$ cat config.mk
export PLATFORM = sky130hd
export DESIGN_NAME = line_fill_buffer_p_flat
export DESIGN_NICKNAME = d
export VERILOG_FILES = /design/src/rtl/line_fill_buffer_p_if.sv /design/src/rtl/line_fill_buffer_p.sv /design/src/flat_wrapper.sv
export SDC_FILE = /design/constraint.sdc
export NUM_CORES = 1
export LEC_CHECK = 0
export ABC_AREA = 1
export BUFFER_PORTS_ARGS = -buffer_cell sky130_fd_sc_hd__buf_2
export CAP_MARGIN = 15
export CORE_AREA = 5 5 277 279
export CTS_CLUSTER_DIAMETER = 60
export DETAILED_ROUTE_END_ITERATION = 10
export DIE_AREA = 0 0 282 284
export GPL_TIMING_DRIVEN = 0
export HOLD_SLACK_MARGIN = 0.06
export SYNTH_ARGS = -nofsm -noshare
export SYNTH_HDL_FRONTEND = slang
export SYNTH_SLANG_ARGS = --single-unit
$ cat constraint.sdc
create_clock -name clk -period 41 [get_ports clk]
set_input_delay 4.1 -clock clk [delete_from_list [all_inputs] [get_ports clk]]
set_output_delay 4.1 -clock clk [all_outputs]
set_load 0.01 [all_outputs]
$ cat src/rtl/line_fill_buffer_p_if.sv
// ============================================================================
// Module      : line_fill_buffer_p_if
// Description : Bundle of the line fill stage's request, memory-burst and
//               data-array write signals.
//               slave  : the fill stage (line_fill_buffer_p)
//               master : the surrounding cache controller / memory / array
// Ports       : fill request side : fill_req, fill_index, fill_addr,
//                                   st_valid, st_mask, st_data
//               memory burst side : pmem_read, pmem_address, pmem_resp,
//                                   pmem_rdata
//               array write side  : arr_write_en, arr_windex, arr_datain
//               status            : fill_busy, fill_done
// Revision    : 1.0 - initial release
// ============================================================================
`default_nettype none

interface line_fill_buffer_p_if #(
   parameter int S_OFFSET = 5,
   parameter int S_INDEX  = 3,
   parameter int S_BEAT   = 64
);
   localparam int S_MASK = 2 ** S_OFFSET;
   localparam int S_LINE = 8 * S_MASK;

   // fill request
   logic                fill_req;
   logic [S_INDEX-1:0]  fill_index;
   logic [31:0]         fill_addr;
   logic                st_valid;
   logic [S_MASK-1:0]   st_mask;
   logic [S_LINE-1:0]   st_data;

   // memory burst
   logic                pmem_read;
   logic [31:0]         pmem_address;
   logic                pmem_resp;
   logic [S_BEAT-1:0]   pmem_rdata;

   // data array write port
   logic [S_MASK-1:0]   arr_write_en;
   logic [S_INDEX-1:0]  arr_windex;
   logic [S_LINE-1:0]   arr_datain;

   // status
   logic                fill_busy;
   logic                fill_done;

   modport slave (
      input  fill_req, fill_index, fill_addr, st_valid, st_mask, st_data,
      input  pmem_resp, pmem_rdata,
      output pmem_read, pmem_address,
      output arr_write_en, arr_windex, arr_datain,
      output fill_busy, fill_done
   );

   modport master (
      output fill_req, fill_index, fill_addr, st_valid, st_mask, st_data,
      output pmem_resp, pmem_rdata,
      input  pmem_read, pmem_address,
      input  arr_write_en, arr_windex, arr_datain,
      input  fill_busy, fill_done
   );

endinterface

`default_nettype wire

$ cat src/rtl/line_fill_buffer_p.sv
// ============================================================================
// Module      : line_fill_buffer_p
// Description : Miss-side line fill stage in front of the pipelined cache data
//               array. On fill_req it issues a burst read for the line holding
//               fill_addr, assembles the line from S_BEAT-wide beats (beat 0 is
//               the lowest-addressed part), then performs one full-line write
//               into the data array and pulses fill_done.
//               FSM: IDLE -> BURST -> WRITE -> IDLE.
// Ports       : clk      - clock, all state on rising edge
//               rst      - asynchronous active-high reset
//               io_fill  - line_fill_buffer_p_if.slave (request, memory
//                          burst, array write port, status)
// Config      : STORE_MERGE_EN - when defined, a pending store (st_valid,
//               st_mask, st_data) latched with fill_req is merged byte-wise
//               over the filled line before the array write. When undefined
//               the st_* signals are ignored.
// Revision    : 1.0 - initial release
// ============================================================================
`default_nettype none

module line_fill_buffer_p #(
   parameter int S_OFFSET = 5,
   parameter int S_INDEX  = 3,
   parameter int S_BEAT   = 64
) (
   input  wire                     clk,
   input  wire                     rst,
   line_fill_buffer_p_if.slave     io_fill
);

   localparam int S_MASK = 2 ** S_OFFSET;
   localparam int S_LINE = 8 * S_MASK;
   localparam int BEATS  = S_LINE / S_BEAT;
   localparam int CW     = (BEATS > 1) ? $clog2(BEATS) : 1;

   localparam logic [CW-1:0] C_LAST_BEAT = CW'(BEATS - 1);

   typedef enum logic [1:0] {
      ST_IDLE  = 2'd0,
      ST_BURST = 2'd1,
      ST_WRITE = 2'd2
   } state_t;

   state_t                r_state;
   state_t                w_state_next;

   logic [CW-1:0]         r_beat_cnt;
   logic [S_LINE-1:0]     r_buf;
   logic [S_INDEX-1:0]    r_index;
   logic [31:0]           r_addr;

   // Array write-port data/index are registered so they stay stable outside
   // WRITE; they are loaded on the last beat so the WRITE cycle already sees
   // the complete (and possibly merged) line.
   logic [S_LINE-1:0]     r_arr_datain;
   logic [S_INDEX-1:0]    r_arr_windex;

   logic                  w_accept;
   logic                  w_beat;
   logic                  w_last_beat;
   logic [S_LINE-1:0]     w_buf_next;
   logic [S_LINE-1:0]     w_line_out;

   // Only the line-aligned part of the miss address is used.
   logic                  w_unused_addr;
   assign w_unused_addr = ^io_fill.fill_addr[S_OFFSET-1:0];

   // -------------------------------------------------------------------------
   // Handshake decode
   // -------------------------------------------------------------------------
   assign w_accept    = (r_state == ST_IDLE)  && io_fill.fill_req;
   assign w_beat      = (r_state == ST_BURST) && io_fill.pmem_resp;
   assign w_last_beat = w_beat && (r_beat_cnt == C_LAST_BEAT);

   // -------------------------------------------------------------------------
   // FSM: state register
   // -------------------------------------------------------------------------
   always_ff @(posedge clk or posedge rst) begin
      if (rst) begin
         r_state <= ST_IDLE;
      end else begin
         r_state <= w_state_next;
      end
   end

   // -------------------------------------------------------------------------
   // FSM: next state and decoded outputs
   // -------------------------------------------------------------------------
   always_comb begin
      w_state_next         = r_state;
      io_fill.pmem_read    = 1'b0;
      io_fill.fill_busy    = 1'b0;
      io_fill.fill_done    = 1'b0;
      io_fill.arr_write_en = '0;

      case (r_state)
         ST_IDLE: begin
            if (io_fill.fill_req) begin
               w_state_next = ST_BURST;
            end
         end
         ST_BURST: begin
            io_fill.pmem_read = 1'b1;
            io_fill.fill_busy = 1'b1;
            if (w_last_beat) begin
               w_state_next = ST_WRITE;
            end
         end
         ST_WRITE: begin
            io_fill.fill_busy    = 1'b1;
            io_fill.fill_done    = 1'b1;
            io_fill.arr_write_en = '1;
            w_state_next         = ST_IDLE;
         end
         default: begin
            w_state_next = ST_IDLE;
         end
      endcase
   end

   // -------------------------------------------------------------------------
   // Beat insertion: the incoming beat lands in the slot picked by r_beat_cnt.
   // -------------------------------------------------------------------------
   always_comb begin
      w_buf_next = r_buf;
      for (int b = 0; b < BEATS; b++) begin
         if (r_beat_cnt == CW'(b)) begin
            w_buf_next[b*S_BEAT +: S_BEAT] = io_fill.pmem_rdata;
         end
      end
   end

   // -------------------------------------------------------------------------
   // Optional pending-store merge
   // -------------------------------------------------------------------------
`ifdef STORE_MERGE_EN
   logic                  r_st_valid;
   logic [S_MASK-1:0]     r_st_mask;
   logic [S_LINE-1:0]     r_st_data;

   always_ff @(posedge clk or posedge rst) begin
      if (rst) begin
         r_st_valid <= 1'b0;
         r_st_mask  <= '0;
         r_st_data  <= '0;
      end else if (w_accept) begin
         r_st_valid <= io_fill.st_valid;
         r_st_mask  <= io_fill.st_mask;
         r_st_data  <= io_fill.st_data;
      end
   end

   // Store bytes win over memory bytes where the store mask is set.
   always_comb begin
      w_line_out = w_buf_next;
      for (int i = 0; i < S_MASK; i++) begin
         if (r_st_valid && r_st_mask[i]) begin
            w_line_out[8*i +: 8] = r_st_data[8*i +: 8];
         end
      end
   end
`else
   logic                  w_unused_st;
   assign w_unused_st = ^{io_fill.st_valid, io_fill.st_mask, io_fill.st_data};
   assign w_line_out  = w_buf_next;
`endif

   // -------------------------------------------------------------------------
   // Datapath registers
   // -------------------------------------------------------------------------
   always_ff @(posedge clk or posedge rst) begin
      if (rst) begin
         r_beat_cnt   <= '0;
         r_buf        <= '0;
         r_index      <= '0;
         r_addr       <= '0;
         r_arr_datain <= '0;
         r_arr_windex <= '0;
      end else begin
         if (w_accept) begin
            r_index    <= io_fill.fill_index;
            r_addr     <= {io_fill.fill_addr[31:S_OFFSET], {S_OFFSET{1'b0}}};
            r_beat_cnt <= '0;
         end
         if (w_beat) begin
            r_buf <= w_buf_next;
            // The last beat leaves BURST, so the counter is parked at zero
            // instead of wrapping.
            if (w_last_beat) begin
               r_beat_cnt <= '0;
            end else begin
               r_beat_cnt <= r_beat_cnt + 1'b1;
            end
         end
         if (w_last_beat) begin
            r_arr_datain <= w_line_out;
            r_arr_windex <= r_index;
         end
      end
   end

   assign io_fill.pmem_address = r_addr;
   assign io_fill.arr_datain   = r_arr_datain;
   assign io_fill.arr_windex   = r_arr_windex;

endmodule

`default_nettype wire

$ cat src/flat_wrapper.sv
// flat-port wrapper written by rule: the top's interface ports become plain ports
module line_fill_buffer_p_flat 
#(
   parameter int S_OFFSET = 5,
   parameter int S_INDEX  = 3,
   parameter int S_BEAT   = 64
)
  (clk, rst, io_fill_fill_req, io_fill_fill_index, io_fill_fill_addr, io_fill_st_valid, io_fill_st_mask, io_fill_st_data, io_fill_pmem_resp, io_fill_pmem_rdata, io_fill_pmem_read, io_fill_pmem_address, io_fill_arr_write_en, io_fill_arr_windex, io_fill_arr_datain, io_fill_fill_busy, io_fill_fill_done);
  line_fill_buffer_p_if #(.S_OFFSET(S_OFFSET), .S_INDEX(S_INDEX), .S_BEAT(S_BEAT)) io_fill_i ();
  input  wire clk;
  input  wire rst;
  input wire logic [$bits(io_fill_i.fill_req)-1:0] io_fill_fill_req;
  input wire logic [$bits(io_fill_i.fill_index)-1:0] io_fill_fill_index;
  input wire logic [$bits(io_fill_i.fill_addr)-1:0] io_fill_fill_addr;
  input wire logic [$bits(io_fill_i.st_valid)-1:0] io_fill_st_valid;
  input wire logic [$bits(io_fill_i.st_mask)-1:0] io_fill_st_mask;
  input wire logic [$bits(io_fill_i.st_data)-1:0] io_fill_st_data;
  input wire logic [$bits(io_fill_i.pmem_resp)-1:0] io_fill_pmem_resp;
  input wire logic [$bits(io_fill_i.pmem_rdata)-1:0] io_fill_pmem_rdata;
  output wire logic [$bits(io_fill_i.pmem_read)-1:0] io_fill_pmem_read;
  output wire logic [$bits(io_fill_i.pmem_address)-1:0] io_fill_pmem_address;
  output wire logic [$bits(io_fill_i.arr_write_en)-1:0] io_fill_arr_write_en;
  output wire logic [$bits(io_fill_i.arr_windex)-1:0] io_fill_arr_windex;
  output wire logic [$bits(io_fill_i.arr_datain)-1:0] io_fill_arr_datain;
  output wire logic [$bits(io_fill_i.fill_busy)-1:0] io_fill_fill_busy;
  output wire logic [$bits(io_fill_i.fill_done)-1:0] io_fill_fill_done;
  assign io_fill_i.fill_req = io_fill_fill_req;
  assign io_fill_i.fill_index = io_fill_fill_index;
  assign io_fill_i.fill_addr = io_fill_fill_addr;
  assign io_fill_i.st_valid = io_fill_st_valid;
  assign io_fill_i.st_mask = io_fill_st_mask;
  assign io_fill_i.st_data = io_fill_st_data;
  assign io_fill_i.pmem_resp = io_fill_pmem_resp;
  assign io_fill_i.pmem_rdata = io_fill_pmem_rdata;
  assign io_fill_pmem_read = io_fill_i.pmem_read;
  assign io_fill_pmem_address = io_fill_i.pmem_address;
  assign io_fill_arr_write_en = io_fill_i.arr_write_en;
  assign io_fill_arr_windex = io_fill_i.arr_windex;
  assign io_fill_arr_datain = io_fill_i.arr_datain;
  assign io_fill_fill_busy = io_fill_i.fill_busy;
  assign io_fill_fill_done = io_fill_i.fill_done;
  line_fill_buffer_p #(.S_OFFSET(S_OFFSET), .S_INDEX(S_INDEX), .S_BEAT(S_BEAT)) u_core (.clk(clk), .rst(rst), .io_fill(io_fill_i));
endmodule
==> flow_summary_export.csv <==
group,metric,value,unit
finish,multi_input_comb_area,6820,µm²
synthesis,synth_flop_cell,"dfrtp_1",
critical_path,worstPathArrival,2.36,ns
job,drv_cap,0,
place,place_ws,35.08,ns
global_routing,antenna_found_initial,5,
finish,syn2layout_area_growth,26.6,%
global_routing,grt_max_degree,118,
power,vdd_drop_max,0.0000337,V
synthesis,ys_top_cells_by_count,"nand2_1 (1175), dfrtp_1 (485), o21ai_0 (383)",
sta,final_hold_viol_count,0,
die,rows,100,
die,initial_core_util,0.281,
clocking,h-tree-depth,2,
clocking,cts_buffer_depth,3,
synthesis,synth_edf_count,0,
synthesis,syn_avg_cell_area,8.20,µm²
global_routing,grt_pass1_vias,17900,
synthesis,synth_most_common_cell,"nand2_1",
critical_path,worst_setup_path_start_kind,"register",
critical_path,timing.rr.start,"u_core.r_state[1]$_DFFE_PP0P_",
global_routing,grt_pass1_wl,110000,µm
clocking,clkTransAtPathRegs,0.06,ns
finish,drive_above_1_share,0.222,
finish,ff_latch_area,12100,µm²
critical_path,rr_endpoint,"u_core.io_fill.arr_datain[36]$_DFFE_PP0P_",
synthesis,synth_area,20800,µm²
global_routing,grt_usage,0.176,
sta,finalCriticalPeriod,6.46,ns
sta,min_period_over_period,0.158,
sta,final-max-slew-violation-count,0,
clocking,cts_buffers,57,
critical_path,crit_start,"u_core.r_state[0]$_DFFE_PP0P_",
clocking,cts_resized,0,
synthesis,ys_warn_count,0,
die,dieWidth,282,µm
power,total_leakage_power,14.3,nW
sta,max-slew-margin-rel,0.304,
clocking,cts_setup_buffers,0,
synthesis,synth_top_area_share,0.583,
synthesis,postSynthCellCount,2536,
detailed_routing,ant_nets,0,
clocking,clock-sinks,485,
sta,setup_viol,0,
clocking,cts_tree,"yes",
critical_path,reg2regPathDepth,8,
critical_path,crit_path_end,"io_fill_arr_write_en[0]",
place,gp_congestion,0.787,
detailed_routing,finalWirelength,71900,µm
die,die-area,80100,µm²
detailed_routing,viasPerCell,4.47,
critical_path,r2r_setup_slack,38.47,ns
clocking,clockRootBuffer,"clkbuf_16",
clocking,insertion_delay,0.61,ns
synthesis,yosys.area.top_type,"dfrtp_1",
synthesis,netlist-cell-type-count,16,
sta,fin_skew,0.0231,ns
sta,rsz0062_at_grt,"false",
place,hpwlAfterDp,52700,µm
die,fp.dieH,284,µm
synthesis,ys_seq_elements,485,
synthesis,ys_seq_area_frac,0.583,
detailed_routing,drc,0,
status,outcome,"complete, no violations",
sta,layout_setup_ws,34.54,ns
hold_path,min_path_type,"reg2reg",
detailed_routing,post_drt_wl_per_cell,17.8,µm
die,io_pins,718,
critical_path,crit_path_max_fanout,33,
power,p_per_area,74.7,nW/µm²
sta,worst_pin_slew,1.04,ns
critical_path,endpoint_kind,"output pin",
die,core_area,73900,µm²
detailed_routing,num_vias,18100,
sta,clock.fmax,0.155,GHz
detailed_routing,firstDrtPassIters,5,
finish,layout.nets,3422,
clocking,holdBufCountCts,0,
critical_path,required,36.90,ns
synthesis,yosys-top-cells-area,"dfrtp_1 (58%), nand2_1 (21%), o21ai_0 (9.2%)",
detailed_routing,drt_iter0_markers,1302,
place,numPortBuffers,418,
synthesis,synthArstFlopShare,1.00,
global_routing,grt-ovfl-total,0,
critical_path,critPathKind,"reg2out",
finish,nFillCells,7703,
sta,fin_setup_tns,0,ns
## through the flow
stage / utilization / total power, mW / instance area [µm²] / hold slack, ns / std cells
after floorplan: - / 1.14 / 20800 / 0.442 / 2540
after global placement: 0.326 / 1.41 / 24100 / 0.451 / 3927
after detailed placement: 0.328 / 1.43 / 24200 / 0.454 / 3931
after CTS: 0.356 / 2.00 / 26300 / 0.468 / 4038
after global routing: 0.356 / 2.11 / 26300 / 0.483 / 4038
final: 0.356 / 1.97 / 26300 / 0.464 / 4041
## flip-flops by register name (all words and copies together), names as in the netlist
register	flops
u_core.r_state	2
u_core.r_index	3
u_core.io_fill.pmem_address	27
u_core.r_buf	192
u_core.io_fill.arr_datain	256
u_core.io_fill.arr_windex	3
u_core.r_beat_cnt	2
## critical path: stages (launching register included)
cell and delay, ns:
dfrtp_1 0.42, inv_1 0.11, ha_1 0.86, buf_4 0.23, buf_2 0.12
## power by group
group / total [mW] / switching (mW) / internal [mW]
Clock: 0.556 / 0.217 / 0.339
Combinational: 0.677 / 0.443 / 0.234
Sequential: 0.733 / 0.0752 / 0.658
Total: 1.97 / 0.735 / 1.23
## how the worst min path moves through the flow
| stage | from | to | slack (ns) | cells past startpoint |
|---|---|---|---|---|
| 4_1_cts | u_core.io_fill.pmem_address[25]$_DFFE_PP0P_ | u_core.io_fill.pmem_address[25]$_DFFE_PP0P_ | 0.47 | 2 |
| 5_1_grt | u_core.io_fill.pmem_address[22]$_DFFE_PP0P_ | u_core.io_fill.pmem_address[22]$_DFFE_PP0P_ | 0.48 | 2 |
| 3_3_place_gp | u_core.io_fill.pmem_address[23]$_DFFE_PP0P_ | u_core.io_fill.pmem_address[23]$_DFFE_PP0P_ | 0.45 | 2 |
| 2_1_floorplan | u_core.r_index[0]$_DFFE_PP0P_ | u_core.io_fill.arr_windex[0]$_DFFE_PP0P_ | 0.44 | 2 |
| 3_5_place_dp | u_core.io_fill.pmem_address[24]$_DFFE_PP0P_ | u_core.io_fill.pmem_address[24]$_DFFE_PP0P_ | 0.45 | 2 |
| 6_report | u_core.io_fill.pmem_address[25]$_DFFE_PP0P_ | u_core.io_fill.pmem_address[25]$_DFFE_PP0P_ | 0.46 | 2 |
## layout by cell type (no fill, tap or decap), types with 3 or more instances in the layout
cell	instances
a21oi_1	19
buf_16	4
buf_2	513
buf_4	57
bufinv_16	9
clkbuf_1	41
clkbuf_16	59
clkbuf_8	10
clkinv_2	10
clkinvlp_4	7
conb_1	5
dfrtp_1	485
diode_2	3
ha_1	9
inv_1	216
inv_6	4
nand2_1	1175
nand3_1	33
nor2_1	19
o21ai_0	383
o21ai_1	3
## final cells by class
class / instances / area share
repair buffers: 422 / 0.0836
diodes: 3 / 0.000285
plain buffers: 189 / 0.0396
clock buffers: 74 / 0.0620
well taps: 969 / 0.0460
multi-input cells: 1647 / 0.259
flip-flops and latches: 485 / 0.461
inverters: 219 / 0.0315
clock inverters: 33 / 0.0172
## logic make-up (layout without fill, tap and decap cells)
logic type | count (synthesis) | after routing | synth area share
AOI/OAI and AO/OA | 405 | 405 | 0.0974
adders and majority gates | 9 | 9 | 0.00541
buffers and inverters | 408 | 937 | 0.0897
DFF | 485 | 485 | 0.583
other | 1 | 8 | 0.000180
and+or+nand+nor | 1228 | 1228 | 0.224
## per-layer routing
metal	routed length, µm	up-vias	global-route usage
li1	-	8740	-
met1	32300	8703	0.241
met2	33200	514	0.282
met3	4990	98	0.0439
met4	1470	2	0.0392
met5	11	-	0
No activity file was read; power rests on OpenSTA's default activity.
